[config.mk]
export PLATFORM = sky130hd
export DESIGN_NAME = pixie_dma_scheduler
export DESIGN_NICKNAME = d
export VERILOG_FILES = /design/src/rtl/pixie_dma_scheduler.sv
export SDC_FILE = /design/constraint.sdc
export NUM_CORES = 1
export LEC_CHECK = 0
export CAP_MARGIN = 20
export CORE_MARGIN = 1
export CORE_UTILIZATION = 37
export CTS_CLUSTER_SIZE = 16
export DETAILED_ROUTE_END_ITERATION = 6
export GPL_TIMING_DRIVEN = 0
export PLACE_DENSITY = 0.68
export SYNTH_ARGS = -nofsm -noshare
export SYNTH_HDL_FRONTEND = slang
export SYNTH_SLANG_ARGS = --single-unit
[constraint.sdc]
create_clock -name clk -period 3.57 [get_ports clk]
set_input_delay 0.5355 -clock clk [delete_from_list [all_inputs] [get_ports clk]]
set_output_delay 0.5355 -clock clk [all_outputs]
set_load 0.005 [all_outputs]
[src/rtl/pixie_dma_scheduler.sv]
// ---------------------------------------------------------------------------
// pixie_dma_scheduler
//
// Video-timing and DMA-out scheduler for a PIXIE-style display controller.
// A cycle/line raster counter advances on every CPU machine-cycle tick
// (clk_enable). On each enabled display line a DMA-out burst is requested
// from the CPU starting at line cycle DMA_START. It ends once DMA_BYTES
// acknowledge cycles (SC == 2'b10) have been seen. If the line runs out
// before that, the burst is cut off and a sticky miss flag is raised.
//
// Handshake: DMAO is an active-low request. While it is low, every tick on
// which the CPU reports SC == 2'b10 counts as one accepted transfer. SC is
// ignored while DMAO is high. DMAO rises on the tick after the last
// transfer, so the CPU never sees a request for a transfer beyond DMA_BYTES.
//
// Ports
//   clk          clock; all state changes on the rising edge
//   reset_n      asynchronous active-low reset
//   clk_enable   one CPU machine-cycle tick; state advances only when high
//   SC           CPU state code (2'b10 = DMA acknowledge cycle)
//   disp_on      display enable strobe (wins over disp_off)
//   disp_off     display disable strobe
//   miss_clear   clears dma_miss (wins over a same-tick miss)
//   DMAO         active-low DMA-out request
//   INT          interrupt request, the two lines before the display window
//   EFx          active-low frame flag, 4 lines before start/end of display
//   line         current line, 0..FRAME_LINES-1
//   cycle        current line cycle, 0..LINE_CYCLES-1
//   dma_count    DMA acknowledges accepted on the current line
//   frame_start  one-clock pulse when the raster reaches line 0, cycle 0
//   dma_miss     sticky: a burst was cut off by the end of its line
//   fsm_state    debug view of the per-line burst state
// ---------------------------------------------------------------------------
module pixie_dma_scheduler #(
    parameter int LINE_CYCLES  = 14,
    parameter int FRAME_LINES  = 262,
    parameter int ACTIVE_START = 64,
    parameter int ACTIVE_LINES = 128,
    parameter int DMA_BYTES    = 8,
    parameter int DMA_START    = 2
) (
    input  logic       clk,
    input  logic       reset_n,
    input  logic       clk_enable,
    input  logic [1:0] SC,
    input  logic       disp_on,
    input  logic       disp_off,
    input  logic       miss_clear,
    output logic       DMAO,
    output logic       INT,
    output logic       EFx,
    output logic [8:0] line,
    output logic [3:0] cycle,
    output logic [3:0] dma_count,
    output logic       frame_start,
    output logic       dma_miss,
    output logic [1:0] fsm_state
);

    localparam logic [1:0] ST_IDLE  = 2'd0;
    localparam logic [1:0] ST_WAIT  = 2'd1;
    localparam logic [1:0] ST_BURST = 2'd2;
    localparam logic [1:0] ST_DONE  = 2'd3;

    localparam logic [3:0] LAST_CYCLE = 4'(LINE_CYCLES - 1);
    localparam logic [8:0] LAST_LINE  = 9'(FRAME_LINES - 1);
    localparam logic [3:0] BURST_LEN  = 4'(DMA_BYTES);
    localparam logic [3:0] OPEN_CYCLE = 4'(DMA_START - 1);

    localparam int ACTIVE_END = ACTIVE_START + ACTIVE_LINES - 1;

    // Inclusive line-window test; bounds may be negative for small parameters.
    function automatic logic in_window(input logic [8:0] l, input int lo, input int hi);
        int li;
        li = int'({23'd0, l});
        return (li >= lo) && (li <= hi);
    endfunction

    logic [1:0] state;
    logic       pend_en;
    logic       act_en;

    logic       wrap;
    logic [3:0] cycle_nxt;
    logic [8:0] line_nxt;
    logic       pend_nxt;
    logic       act_nxt;
    logic       ack;
    logic       burst_full;
    logic [3:0] count_nxt;
    logic [1:0] state_nxt;
    logic       miss_set;

    assign fsm_state = state;

    always_comb begin
        wrap      = (cycle == LAST_CYCLE);
        cycle_nxt = wrap ? 4'd0 : cycle + 4'd1;
        line_nxt  = line;
        if (wrap) begin
            line_nxt = (line == LAST_LINE) ? 9'd0 : line + 9'd1;
        end

        pend_nxt = pend_en;
        if (disp_on) begin
            pend_nxt = 1'b1;
        end else if (disp_off) begin
            pend_nxt = 1'b0;
        end

        // The line's enable is latched as the raster enters cycle 0, so
        // strobes arriving mid-line only take effect on the following line.
        act_nxt = wrap ? pend_nxt : act_en;

        ack        = (state == ST_BURST) && (SC == 2'b10);
        burst_full = ack && ((dma_count + 4'd1) == BURST_LEN);

        count_nxt = dma_count;
        if (wrap) begin
            count_nxt = 4'd0;
        end else if (ack && (dma_count < BURST_LEN)) begin
            count_nxt = dma_count + 4'd1;
        end

        state_nxt = state;
        miss_set  = 1'b0;
        if (wrap) begin
            // An ack completing the burst on the very last cycle is not a miss.
            miss_set  = (state == ST_BURST) && !burst_full;
            state_nxt = (pend_nxt && in_window(line_nxt, ACTIVE_START, ACTIVE_END))
                        ? ST_WAIT : ST_IDLE;
        end else begin
            case (state)
                ST_WAIT:  if (cycle == OPEN_CYCLE) state_nxt = ST_BURST;
                ST_BURST: if (burst_full) state_nxt = ST_DONE;
                default:  state_nxt = state;
            endcase
        end
    end

    always_ff @(posedge clk or negedge reset_n) begin
        if (!reset_n) begin
            cycle       <= 4'd0;
            line        <= 9'd0;
            dma_count   <= 4'd0;
            state       <= ST_IDLE;
            pend_en     <= 1'b0;
            act_en      <= 1'b0;
            DMAO        <= 1'b1;
            INT         <= 1'b0;
            EFx         <= 1'b1;
            frame_start <= 1'b0;
            dma_miss    <= 1'b0;
        end else if (clk_enable) begin
            cycle       <= cycle_nxt;
            line        <= line_nxt;
            dma_count   <= count_nxt;
            state       <= state_nxt;
            pend_en     <= pend_nxt;
            act_en      <= act_nxt;
            // Outputs are decoded from next-state values so they line up
            // with the registered counters they describe.
            DMAO        <= (state_nxt != ST_BURST);
            INT         <= act_nxt && in_window(line_nxt, ACTIVE_START - 2, ACTIVE_START - 1);
            EFx         <= !(in_window(line_nxt, ACTIVE_START - 4, ACTIVE_START - 1) ||
                             in_window(line_nxt, ACTIVE_END - 3, ACTIVE_END));
            frame_start <= (line_nxt == 9'd0) && (cycle_nxt == 4'd0);
            if (miss_clear) begin
                dma_miss <= 1'b0;
            end else if (miss_set) begin
                dma_miss <= 1'b1;
            end
        end else begin
            frame_start <= 1'b0;
        end
    end

endmodule

==> results of run 1 <==
## final cells by class
| cell class | instances | area share [%] |
|---|---|---|
| Buffer | 10 | 2.03 |
| Clock buffer | 3 | 1.97 |
| Clock inverter | 1 | 1.43 |
| Inverter | 8 | 1.43 |
| Multi-Input combinational cell | 134 | 42.9 |
| Sequential cell | 26 | 31.1 |
| Tap cell | 50 | 2.98 |
| Timing Repair Buffer | 32 | 16.1 |
## where the power goes
part / internal (uW) / switching (uW) / total, uW
Combinational: 193 / 160 / 353
Sequential: 356 / 83.2 / 440
Clock: 150 / 101 / 251
## cell usage after synthesis, types with 2 or more instances
master,instances
dfrtp_1,24
nand2_1,22
o21ai_0,13
nand3_1,12
nor2_1,10
xnor2_1,10
inv_1,8
a21oi_1,7
ha_1,7
clkbuf_1,6
buf_2,4
and3_1,3
nand4_1,3
a221oi_1,2
a31oi_1,2
dfstp_2,2
nor2b_1,2
nor3_1,2
nor4_1,2
o31ai_1,2
xor2_1,2
## metrics by stage
stage                     hold WS, ns  total power, uW  instances  instance area, um2  worst slack [ns]
after floorplan                 0.240              620        178                1630              1.62
after global placement          0.472              787        259                2000              1.27
after detailed placement        0.480              801        260                2030              1.26
after CTS                       0.500             1050        264                2100              1.25
after global routing            0.521             1120        264                2100              1.03
final                           0.500             1040        264                2100              1.23
## flip-flops by register name, summed over array words and instances, names as in the netlist
signal,count
INT,1
dma_count,4
fsm_state,2
cycle,4
frame_start,1
EFx,1
act_en,1
line,9
dma_miss,1
DMAO,1
pend_en,1
## worst register-to-register path, stage by stage, from the launching register on
cell,delay (ns)
dfrtp_1,0.50
ha_1,0.31
nand3_1,0.19
or4_1,0.43
a21boi_0,0.46
nand3b_1,0.22
o32ai_2,0.10
## how the worst max path moves through the flow
stage                        endpoint  cells after the start  slack (ns)     from
after floorplan                   EFx                      6        1.62  line[0]
after global placement            INT                      6        1.27  line[1]
after detailed placement          INT                      6        1.26  line[0]
after CTS                         INT                      6        1.25  line[1]
after global routing      frame_start                      7        1.03  line[1]
final                             INT                      6        1.23  line[1]
## layer usage
| layer | share of wire [%] | vias to the layer above | track usage [%] | routed length, um |
|---|---|---|---|---|
| met3 | 3.0 | 7 | 2.17 | 114 |
| met2 | 47 | 30 | 28.6 | 1760 |
| li1 | - | 718 | - | - |
| met1 | 48 | 718 | 26.1 | 1820 |
| met5 | 0 | - | 0 | 0 |
| met4 | 1.6 | 0 | 5.99 | 60 |
## placed cells by master (no fill, tap or decap), types with 2 or more instances in the layout
cell type,instances
clkdlybuf4s50_1,31
ha_1,7
dfstp_2,2
clkbuf_8,3
xnor2_1,10
nor4_1,2
dfrtp_1,24
a221oi_1,2
a21oi_1,7
buf_2,4
inv_1,8
o31ai_1,2
nor3_1,2
and3_1,3
nor2b_1,2
nand2_1,22
nand4_1,3
nor2_1,10
o21ai_0,13
clkbuf_1,6
xor2_1,2
nand3_1,12
a31oi_1,2
## kinds of logic after synthesis
kind of cell	after synthesis
AND/OR/NAND/NOR	72
AO/OA/AOI/OAI	41
flip-flops	26
buffers and inverters	18
XOR/XNOR	12
adder cells (fa/ha/maj)	7
multiplexers	2
==> out/metrics.csv, run 1 <==
metric,value,unit
mux cell area share after synthesis,1.31,%
WL/cell,14.2,um
"flops & latches, synth",26,
Reg area,653,um2
grt ovf,0,
hold-critical path depth,2,
Required @ worst endpoint,3.71,ns
Setup CP Type,reg2reg,
most common flop cell mapped by yosys,dfrtp_1,
initial DRC count,135,
static leakage,0.000830,uW
worst-case clock skew,0.00571,ns
Top-Level Pins,32,
Worst Tran Pin Value,0.615,ns
critical path peak fanout,9,
number of synthesized flops with an enable pin,0,
Adder-Cell Fraction of Synth Area,5.38,%
TritonCTS buffer count,3,
Ys Warns,0,
# diodes,0,
GP Congestion,0.887,
reg2reg path depth,6,
gr usage total,18.4,%
HPWL after DPL,2820,um
main combinational cell family by area after synthesis,simple AND/OR/NAND/NOR gates,
Fin. Hold Viols,0,
top cell type's share of synthesized area,36.9,%
Synth Area in Compound Gates,17.2,%
Hold Path Sink,DMAO,
# fillers,421,
hold path start,DMAO,
RSZ-0062 raised after global routing,false,
input/output buffers,31,
core area,0.00412,mm2
num rows,23,
startpoint types,flop,
Min-Delay Path Class,reg2reg,
Fmax,0.427,GHz
die area,0.00467,mm2
root buffer cell,clkbuf_8,
"Buf+Inv Stages, Crit Path",0,
1st-pass router iterations,4,
Netlist cell types,54,
CTS tree,yes,
clk slew on worst S/H paths,0.10,ns
initial core utilization,39.5,%
pwr dens,498,mW/mm2
Crit Reg-Reg Endpoint,INT,
critical path's largest stage delay,0.50,ns
H-tree Lvls,1,
Worst R2R Setup Slack,1.23,ns
CP Cell Sequence,"ha_1, nand3_1, or4_1, a21boi_0, nand3b_1, o32ai_2",
final antenna-violating net count,0,
synthesized area,0.00163,mm2
layout cells sized above 1,8.88,%
crit path time final,2.34,ns
Crit. End Element,flop,
WL final,3750,um
clk_lat worst skew,0.28,ns
Syn Inst Count,178,
Clock Tree Buf Depth,2,
first-pass GRT wire length,6340,um
Synth-to-Final Area Change,29.0,%
routed vias/inst,5.58,
Setup Viol. Count Final,0,
"delay-heaviest family, CP",simple AND/OR/NAND/NOR gates,
Worst EP arrival,2.48,ns
post-CTS setup buffers,0,
Yosys top cell by area,dfrtp_1,
Tcrit/Tclk final,65.7,%
"Async S/R FF share, synth",100,%
Slew Limit Fails,0,
"Core Util, Final",51.0,%
vias in the first global route,1338,
area of the multi-input gates,901,um2
antenna violations before repair,0,
max-cap violations,0,
post_cts resized,0,
maximum vdd ir drop,218,uV
status,"complete, no violations",
Critical R2R Launch,line[1],
largest cells by area after synthesis,"dfrtp_1 37%, ha_1 5.4%, xnor2_1 5.4%",
total number of vias,1473,
Synth Area in Simple Gates,25.0,%
post-synthesis net count,193,
CTS Hold Bufs,0,
Die W,68.3,um
Die H,68.3,um
nets,230,
setup TNS,0,ns
slew margin rel.,58.9,%
DRC viols,0,
sequential area share after synthesis,40.2,%
CTS Sinks,26,
Crit-path slowest cell,dfrtp_1,
Post-Synth XOR/XNOR Area,6.46,%
mean post-synth cell area,9.14,um2
largest net degree at the start of global routing,17,
(Power assumes the default switching activity.)
==> run 2, diff against run 1 <==
--- a/config.mk
+++ b/config.mk
@@ -11,7 +11,7 @@
 export CTS_CLUSTER_SIZE = 16
 export DETAILED_ROUTE_END_ITERATION = 6
 export GPL_TIMING_DRIVEN = 0
-export PLACE_DENSITY = 0.68
+export PLACE_DENSITY = 0.71
 export SYNTH_ARGS = -nofsm -noshare
 export SYNTH_HDL_FRONTEND = slang
 export SYNTH_SLANG_ARGS = --single-unit
==> constraint.sdc (replaced) <==
create_clock -name clk -period 2 [get_ports clk]
set_input_delay 0.3 -clock clk [delete_from_list [all_inputs] [get_ports clk]]
set_output_delay 0.3 -clock clk [all_outputs]
set_load 0.005 [all_outputs]
==> run 2 against run 1 <==
Clock power increased by 42%. Sequential share of layout area is 2.0 points lower. Flip-flop and latch count unchanged. Sequential power grew 81%. Via count rose by 1.3%. Final cell count up 3.0%. Clock skew down 0.00088 ns. Wire length is 9.4% higher. Critical endpoint is now EFx. Largest power group unchanged.
==> out/metrics.csv, run 2 (synthesis results as in run 1) <==
metric,value,unit,change
crit path time final,1.95,ns,was 2.34 ns
Tcrit/Tclk final,97.3,%,was 65.7%
first-pass GRT wire length,6460,um,was 6340 um
Crit. End Element,flop,,unchanged
initial core utilization,39.5,%,unchanged
Clock Tree Buf Depth,2,,unchanged
CTS Sinks,26,,unchanged
input/output buffers,31,,unchanged
grt ovf,0,,unchanged
critical path peak fanout,8,,was 9
startpoint types,flop,,unchanged
Synth-to-Final Area Change,39.0,%,was 29.0%
pwr dens,838,mW/mm2,was 498 mW/mm2
critical path's largest stage delay,0.47,ns,was 0.50 ns
HPWL after DPL,2810,um,was 2820 um
CTS Hold Bufs,0,,unchanged
gr usage total,18.8,%,was 18.4%
Sw Ratio,34.6,%,was 33.0%
clk_lat worst skew,0.28,ns,about the same
Crit-path slowest cell,dfrtp_2,,was dfrtp_1
Setup Viol. Count Final,0,,unchanged
"commonest cells after routing, fill and taps aside","31 x clkdlybuf4s50_1, 22 x nand2_1, 19 x dfrtp_1",,"was 31 x clkdlybuf4s50_1, 24 x dfrtp_1, 22 x nand2_1"
routed vias/inst,5.49,,was 5.58
core area,0.00412,mm2,unchanged
maximum vdd ir drop,523,uV,was 218 uV
Fin. Hold Viols,0,,unchanged
Worst R2R Setup Slack,0.05,ns,was 1.23 ns
cell internal pwr,1240,uW,was 700 uW
num rows,23,,unchanged
Worst Tran Pin Value,0.638,ns,was 0.615 ns
max FFs per register,9,,unchanged
hold slack,0.401,ns,was 0.500 ns
biggest regs,"line: 9 flops, cycle: 4 flops, dma_count: 4 flops",,unchanged
Die H,68.3,um,unchanged
Biggest register,line,,unchanged
CTS tree,yes,,unchanged
sequential share of power,42.1,%,about the same
WL final,4110,um,was 3750 um
Required @ worst endpoint,2.21,ns,was 3.71 ns
"most common cell after layout, fill and taps aside",clkdlybuf4s50_1,,unchanged
vias in the first global route,1384,,was 1338
nets,238,,was 230
Clock Power Share,18.8,%,was 24.0%
Min-Delay Path Class,in2async,,was reg2reg
Crit Reg-Reg Endpoint,EFx,,was INT
CP Cell Sequence,"nand4b_4, buf_12, nor3b_4, a221oi_4, or4_4, o32a_1",,"was ha_1, nand3_1, or4_1, a21boi_0, nand3b_1, o32ai_2"
setup TNS,0,ns,unchanged
Critical R2R Launch,cycle[1],,was line[1]
die area,0.00467,mm2,unchanged
Total Power,1900,uW,was 1040 uW
worst setup margin,0.0544,ns,was 1.23 ns
"Buf+Inv Stages, Crit Path",1,,was 0
largest net degree at the start of global routing,15,,was 17
static leakage,0.000947,uW,was 0.000830 uW
status,"complete, no violations",,unchanged
"delay-heaviest family, CP",simple AND/OR/NAND/NOR gates,,unchanged
Worst EP arrival,2.16,ns,was 2.48 ns
initial DRC count,85,,was 135
root buffer cell,clkbuf_8,,unchanged
Top-Level Pins,32,,unchanged
DRC viols,0,,unchanged
Slew Limit Fails,0,,unchanged
final antenna-violating net count,0,,unchanged
TritonCTS buffer count,3,,unchanged
RSZ-0062 raised after global routing,true,,was false
Die W,68.3,um,unchanged
reg2reg path depth,6,,unchanged
clk slew on worst S/H paths,0.10,ns,about the same
# diodes,0,,unchanged
worst-case clock skew,0.00483,ns,was 0.00571 ns
Placement Setup Slack,-0.229,ns,was 1.26 ns
max-cap violations,0,,unchanged
slew margin rel.,57.3,%,was 58.9%
Fmax,0.514,GHz,was 0.427 GHz
GP Congestion,0.825,,was 0.887
total number of vias,1492,,was 1473
Switch Pwr,657,uW,was 344 uW
combinational power share,39.1,%,was 33.8%
H-tree Lvls,1,,unchanged
1st-pass router iterations,4,,unchanged
layout cells sized above 1,21.2,%,was 8.88%
WL/cell,15.1,um,was 14.2 um
antenna violations before repair,0,,unchanged
Setup CP Type,reg2reg,,unchanged
-- run 2: how the worst max path moves through the flow --
stage                   from     endpoint  cells past startpoint
global route         line[1]  frame_start                      7
floorplan            line[0]          EFx                      6
global placement     line[1]          INT                      6
detailed placement   line[1]          INT                      6
finish              cycle[1]          EFx                      6
CTS                 cycle[3]          EFx                      5
-- run 2: metrics by stage --
step / area [um2] / std cells / util (%)
3_5_place_dp: 2010 / 260 / 49.0
5_1_grt: 2260 / 272 / 54.9
4_1_cts: 2150 / 270 / 52.3
2_1_floorplan: 1630 / 178 / -
6_report: 2260 / 272 / 54.9
3_3_place_gp: 2000 / 259 / 48.6
-- run 2: what timing repair did --
action / CTS / global route
endpoints found under the setup margin: 5 / 4
gates cloned: 0 / 0
setup buffers: 7 / 4
pin swaps: 1 / 5
resized for setup: 11 / 15
hold endpoints to repair: 0 / 0
-- run 2: area by class of cell --
class,count,area (um2)
buffer,7,41.3
tap,50,62.6
clock buffer,4,55.1
sequential,26,659
inverter,8,30.0
multi-input combinational,134,992
fill,389,1850
timing repair buffer,43,420
-- run 2: power groups by stage --
stage	Sequential [uW]	Clock (uW)	Combinational, uW
finish	797	357	741
global route	822	386	818
CTS	785	368	692
detailed placement	799	0	630
global placement	792	0	608
floorplan	776	0	330
-- run 2: routing by layer --
metal  vias to the layer above  track usage (%)  wire length [um]
met3                         7             2.67               160
met5                         -                0                 0
met1                       718             25.5              1960
met4                         0             7.81                72
met2                        37             29.8              1910
li1                        730                -                 -
